## config.mk

```make
export PLATFORM = sky130hd
export DESIGN_NAME = wb_pipe_reg
export DESIGN_NICKNAME = d
export VERILOG_FILES = /design/src/rtl/wb_pipe_reg.sv
export SDC_FILE = /design/constraint.sdc
export NUM_CORES = 1
export LEC_CHECK = 0
export BUFFER_PORTS_ARGS = -buffer_cell sky130_fd_sc_hd__buf_2
export CAP_MARGIN = 25
export CORE_ASPECT_RATIO = 1.25
export CORE_MARGIN = 10
export CORE_UTILIZATION = 50
export CTS_CLUSTER_SIZE = 10
export DETAILED_ROUTE_END_ITERATION = 8
export PLACE_DENSITY = 0.81
export SLEW_MARGIN = 20
export SYNTH_ARGS = -nofsm -noshare
export SYNTH_HDL_FRONTEND = slang
export SYNTH_SLANG_ARGS = --single-unit
```

## constraint.sdc

```tcl
create_clock -name clk -period 3 [get_ports clk]
set_clock_uncertainty 0.15 [all_clocks]
set_input_delay 0.3 -clock clk [delete_from_list [all_inputs] [get_ports clk]]
set_output_delay 0.3 -clock clk [all_outputs]
set_load 0.05 [all_outputs]
```

## src/rtl/wb_pipe_reg.sv

```systemverilog
// Write-back pipeline register: multi-lane capture with flush/bubble/hold
// control, same-group write-conflict sanitising and two performance counters.
module wb_pipe_reg #(
    parameter int unsigned DATA_W = 32,
    parameter int unsigned ADDR_W = 5,
    parameter int unsigned LANES  = 2,
    parameter int unsigned STAGE  = 4,
    parameter int unsigned CNT_W  = 32
) (
    input  logic                     clk,
    input  logic                     rst,
    input  logic [5:0]               stall,
    input  logic                     flush,
    input  logic                     cnt_clr,
    input  logic [LANES*ADDR_W-1:0]  mem_rd,
    input  logic [LANES*DATA_W-1:0]  mem_wdata,
    input  logic [LANES-1:0]         mem_wreg,
    output logic [LANES*ADDR_W-1:0]  wb_rd,
    output logic [LANES*DATA_W-1:0]  wb_wdata,
    output logic [LANES-1:0]         wb_wreg,
    output logic [CNT_W-1:0]         retire_cnt,
    output logic [CNT_W-1:0]         bubble_cnt
);

    typedef enum logic [1:0] {
        ACT_CAPTURE = 2'd0,
        ACT_HOLD    = 2'd1,
        ACT_ZERO    = 2'd2
    } act_e;

    // Extra zero bit lets STAGE=5 see a never-held next stage.
    logic [6:0] stall_ext;
    logic       this_held;
    logic       next_held;
    act_e       act;

    logic [LANES*ADDR_W-1:0] rd_q,     rd_d;
    logic [LANES*DATA_W-1:0] wdata_q,  wdata_d;
    logic [LANES-1:0]        wreg_q,   wreg_d;
    logic [CNT_W-1:0]        retire_q, retire_d;
    logic [CNT_W-1:0]        bubble_q, bubble_d;

    logic [LANES-1:0]        wreg_san;
    logic [CNT_W-1:0]        san_pop;

    assign stall_ext = {1'b0, stall};
    assign this_held = stall_ext[STAGE];
    assign next_held = stall_ext[STAGE+1];

    // Select one action per edge: flush beats bubble beats hold beats capture.
    always_comb begin
        act = ACT_CAPTURE;
        if (flush) begin
            act = ACT_ZERO;
        end else if (this_held && !next_held) begin
            act = ACT_ZERO;
        end else if (this_held) begin
            act = ACT_HOLD;
        end
    end

    // Drop writes to x0 and writes shadowed by a younger lane to the same register.
    always_comb begin
        logic [ADDR_W-1:0] rd_i;
        logic              keep;
        wreg_san = '0;
        san_pop  = '0;
        rd_i     = '0;
        keep     = 1'b0;
        for (int i = 0; i < int'(LANES); i++) begin
            rd_i = mem_rd[i*ADDR_W +: ADDR_W];
            keep = mem_wreg[i] && (rd_i != '0);
            for (int j = i + 1; j < int'(LANES); j++) begin
                if (mem_wreg[j] && (mem_rd[j*ADDR_W +: ADDR_W] == rd_i)) begin
                    keep = 1'b0;
                end
            end
            wreg_san[i] = keep;
            san_pop     = CNT_W'(san_pop + CNT_W'(keep));
        end
    end

    // Next-state for pipeline contents and counters.
    always_comb begin
        rd_d     = rd_q;
        wdata_d  = wdata_q;
        wreg_d   = wreg_q;
        retire_d = retire_q;
        bubble_d = bubble_q;
        case (act)
            ACT_ZERO: begin
                rd_d    = '0;
                wdata_d = '0;
                wreg_d  = '0;
                if (bubble_q != '1) begin
                    bubble_d = CNT_W'(bubble_q + CNT_W'(1));
                end
            end
            ACT_CAPTURE: begin
                rd_d     = mem_rd;
                wdata_d  = mem_wdata;
                wreg_d   = wreg_san;
                retire_d = CNT_W'(retire_q + san_pop);
            end
            default: begin
            end
        endcase
        if (cnt_clr) begin
            retire_d = '0;
            bubble_d = '0;
        end
    end

    // State registers; reset clears everything, including held contents.
    always_ff @(posedge clk or negedge rst) begin
        if (!rst) begin
            rd_q     <= '0;
            wdata_q  <= '0;
            wreg_q   <= '0;
            retire_q <= '0;
            bubble_q <= '0;
        end else begin
            rd_q     <= rd_d;
            wdata_q  <= wdata_d;
            wreg_q   <= wreg_d;
            retire_q <= retire_d;
            bubble_q <= bubble_d;
        end
    end

    assign wb_rd      = rd_q;
    assign wb_wdata   = wdata_q;
    assign wb_wreg    = wreg_q;
    assign retire_cnt = retire_q;
    assign bubble_cnt = bubble_q;

endmodule

```

==> flow_summary.ini <==
[place]
hpwl_mm = 13.47
place_area_um2 = 7442
port_buffers = 221
dp.cells = 909
routabilityCongestion = 0.8977
dp_slack_ns = -0.0006024

[synth]
netlist_area_um2 = 6156
synth_edf_count = 0
synth_compound_area_share_pct = 16.48
yosysSeqAreaShare_pct = 56.91
yosys.area_share.simple_pct = 16.38
syn-num-nets = 640
muxShareOfSynthArea_pct = 1.809
postSynthCellCount = 551
synth_fa_ha_area_share_pct = 0.7317
ys_warn_count = 0
ys_types = 41
ys_seq_elements = 140
synth_top_family_by_area = compound AO/OA/AOI/OAI gates
synth-xor-area-share_pct = 4.695
async_flop_share_pct = 100.0
avgSynthCellArea_um2 = 11.17
dominantRegCellSynth = dfrtp_1

[finish]
most-common-layout-cells = buf_2, dfrtp_1, a22o_1
multiInputGateArea_um2 = 2484
design_area_um2 = 8656
fillers = 799
final_cells = 1007
seqCellArea_um2 = 3503
area_delta_synth_final_pct = 40.61
drive_above_1_share_pct = 32.98
finalNetCount = 920
mostFrequentLayoutCell = buf_2
num_antenna_cells = 0

[route]
routed_wl_mm = 21.01
drtAntennaViolNets = 0
drc = 0
routedWlPerCell_um = 20.86
via_per_inst = 5.769
drtPass1Iterations = 5
drtIter0Drc = 520
vias = 5809

[setup_path]
cp_max_fo = 13
path_cells = buf_2, xor2_1, nor4_1, a31oi_1, fa_1, ha_1, nor3b_1, nand4_1, buf_12, nor3_1, xnor2_1, nor2_1
worstSetupStartpointType = input pin
cp.buffers_inverters = 2
path_delay_family = simple AND/OR/NAND/NOR gates
crit_arrival_ns = 2.83
crit_type = in2reg
cpMaxStageDelayCell = nor3b_1
max_stage_delay_ns = 0.46
cp-end-kind = flop
cp.required_ns = 3.14

[floorplan]
die_area_um2 = 17180
row_count = 45
initial_core_util_pct = 50.85
fp.dieW_um = 119.2
io_pins = 226
fp.dieH_um = 144.1
core_area_um2 = 12110

[clock_network]
htree_levels = 4
numCtsBuffers = 17
cts.sinks = 140
clk_latency_ns = 0.41
clockBufferDepth = 2
cts_root_buf = clkbuf_16
clk_pin_slew_ns = 0.06
cts_tree = yes
ctsResizeCount = 0

[timing]
final.setup.tns_ns = 0
hold_viol = 0
setup_viol = 0
finalMaxSlewViolations = 0
worst_pin_slew_ns = 0.8715
fin_crit_sh_pct = 89.80
fmax_mhz = 371.2
min_period_ns = 2.694
relSlewSlack_pct = 41.76
finalWorstSetupSlack_ns = 0.3061
hold_ws_ns = 0.03322
rsz0062_at_grt = no

[global_route]
grt_max_degree = 72
grt_pass1_wl_mm = 33.02
antenna_found_initial = 1
grt_usage_pct = 23.97
grt_overflow = 0
first_global_vias = 5860

[power]
p_per_area_nw_per_um2 = 517.2
p_leak_uw = 0.004311
ir_drop_v = 0.0003539

[min_path]
hp-class = in2reg

[run]
drv_cap = 0

[outcome]
status = finished clean
[what timing repair did]
action	in CTS	in global routing
hold buffers	67	0
buffers inserted	0	0
endpoints found under the hold margin	134	0
setup endpoints to repair	0	0
[worst paths after layout]
check / from / slack (ns) / end / depth (start not counted)
worst max-delay path: mem_rd[7] / 0.31 / retire_cnt[22] / 12
worst min-delay path: mem_rd[6] / 0.03 / wb_rd[6] / 2
worst max register to register: bubble_cnt[24] / 0.36 / bubble_cnt[29] / 5
worst min register to register: wb_wdata[25] / 0.35 / wb_wdata[25] / 1
max in group asynchronous: rst / 1.51 / retire_cnt[12] / 3
min in group asynchronous: rst / 0.33 / wb_wdata[4] / 2
[power breakdown]
part | switching (µW) | internal [µW] | leakage, µW
clock | 813 | 1100 | 0.000267
combinational | 392 | 190 | 0.00213
sequential | 37.5 | 1940 | 0.00191
total | 1240 | 3230 | 0.00431
[through the flow]
step / power, µW / utilization (%)
2_1_floorplan: 2301 / -
3_3_place_gp: 2490 / 61.48
3_5_place_dp: 2502 / 61.48
4_1_cts: 4485 / 71.50
5_1_grt: 4629 / 71.50
6_report: 4477 / 71.50
[layer usage]
| layer | global-route usage, % | up-vias | wire [µm] | part of all wire, % |
|---|---|---|---|---|
| li1 | - | 2589 | - | - |
| met1 | 27.95 | 2876 | 8114 | 39 |
| met2 | 40.83 | 303 | 10650 | 51 |
| met3 | 7.527 | 41 | 1804 | 8.6 |
| met4 | 8.500 | 0 | 437 | 2.1 |
| met5 | 0 | - | 0 | 0 |
[cell usage after synthesis, drive strengths merged (12+ instances only)]
master  instances  area share [%]
dfrtp         140              57
a22o           76              11
nor2           42             2.6
a21oi          26             2.1
clkbuf         26             1.6
nand2          26             1.6
xnor2          22             3.1
nand3          21             1.7
o21ai          15             1.2
or4            14             1.7
nor3           13             1.1
nor2b          12             1.2
o31ai          12             1.5
or3            12             1.2
[kinds of logic (layout without fill, tap and decap cells)]
logic type / after synthesis / after routing
buffers and inverters: 47 / 339
multiplexers: 10 / 10
flip-flops: 140 / 140
XOR/XNOR: 33 / 33
AND/OR/NAND/NOR: 183 / 183
adder cells (fa/ha/maj): 3 / 3
AO/OA/AOI/OAI: 135 / 135
[cell type report]
cell class / count / area share (%)
flip-flops and latches: 140 / 40.47
well taps: 164 / 2.371
inverters: 10 / 0.4337
clock buffers: 19 / 5.233
clock inverters: 12 / 1.041
multi-input cells: 364 / 28.69
repair buffers: 298 / 21.75
[registers in the layout (all words and copies together), names as in the netlist]
| signal | flops |
|---|---|
| bubble_cnt | 32 |
| retire_cnt | 32 |
| wb_rd | 10 |
| wb_wdata | 64 |
| wb_wreg | 2 |
Power figures use the tool's default switching activity.
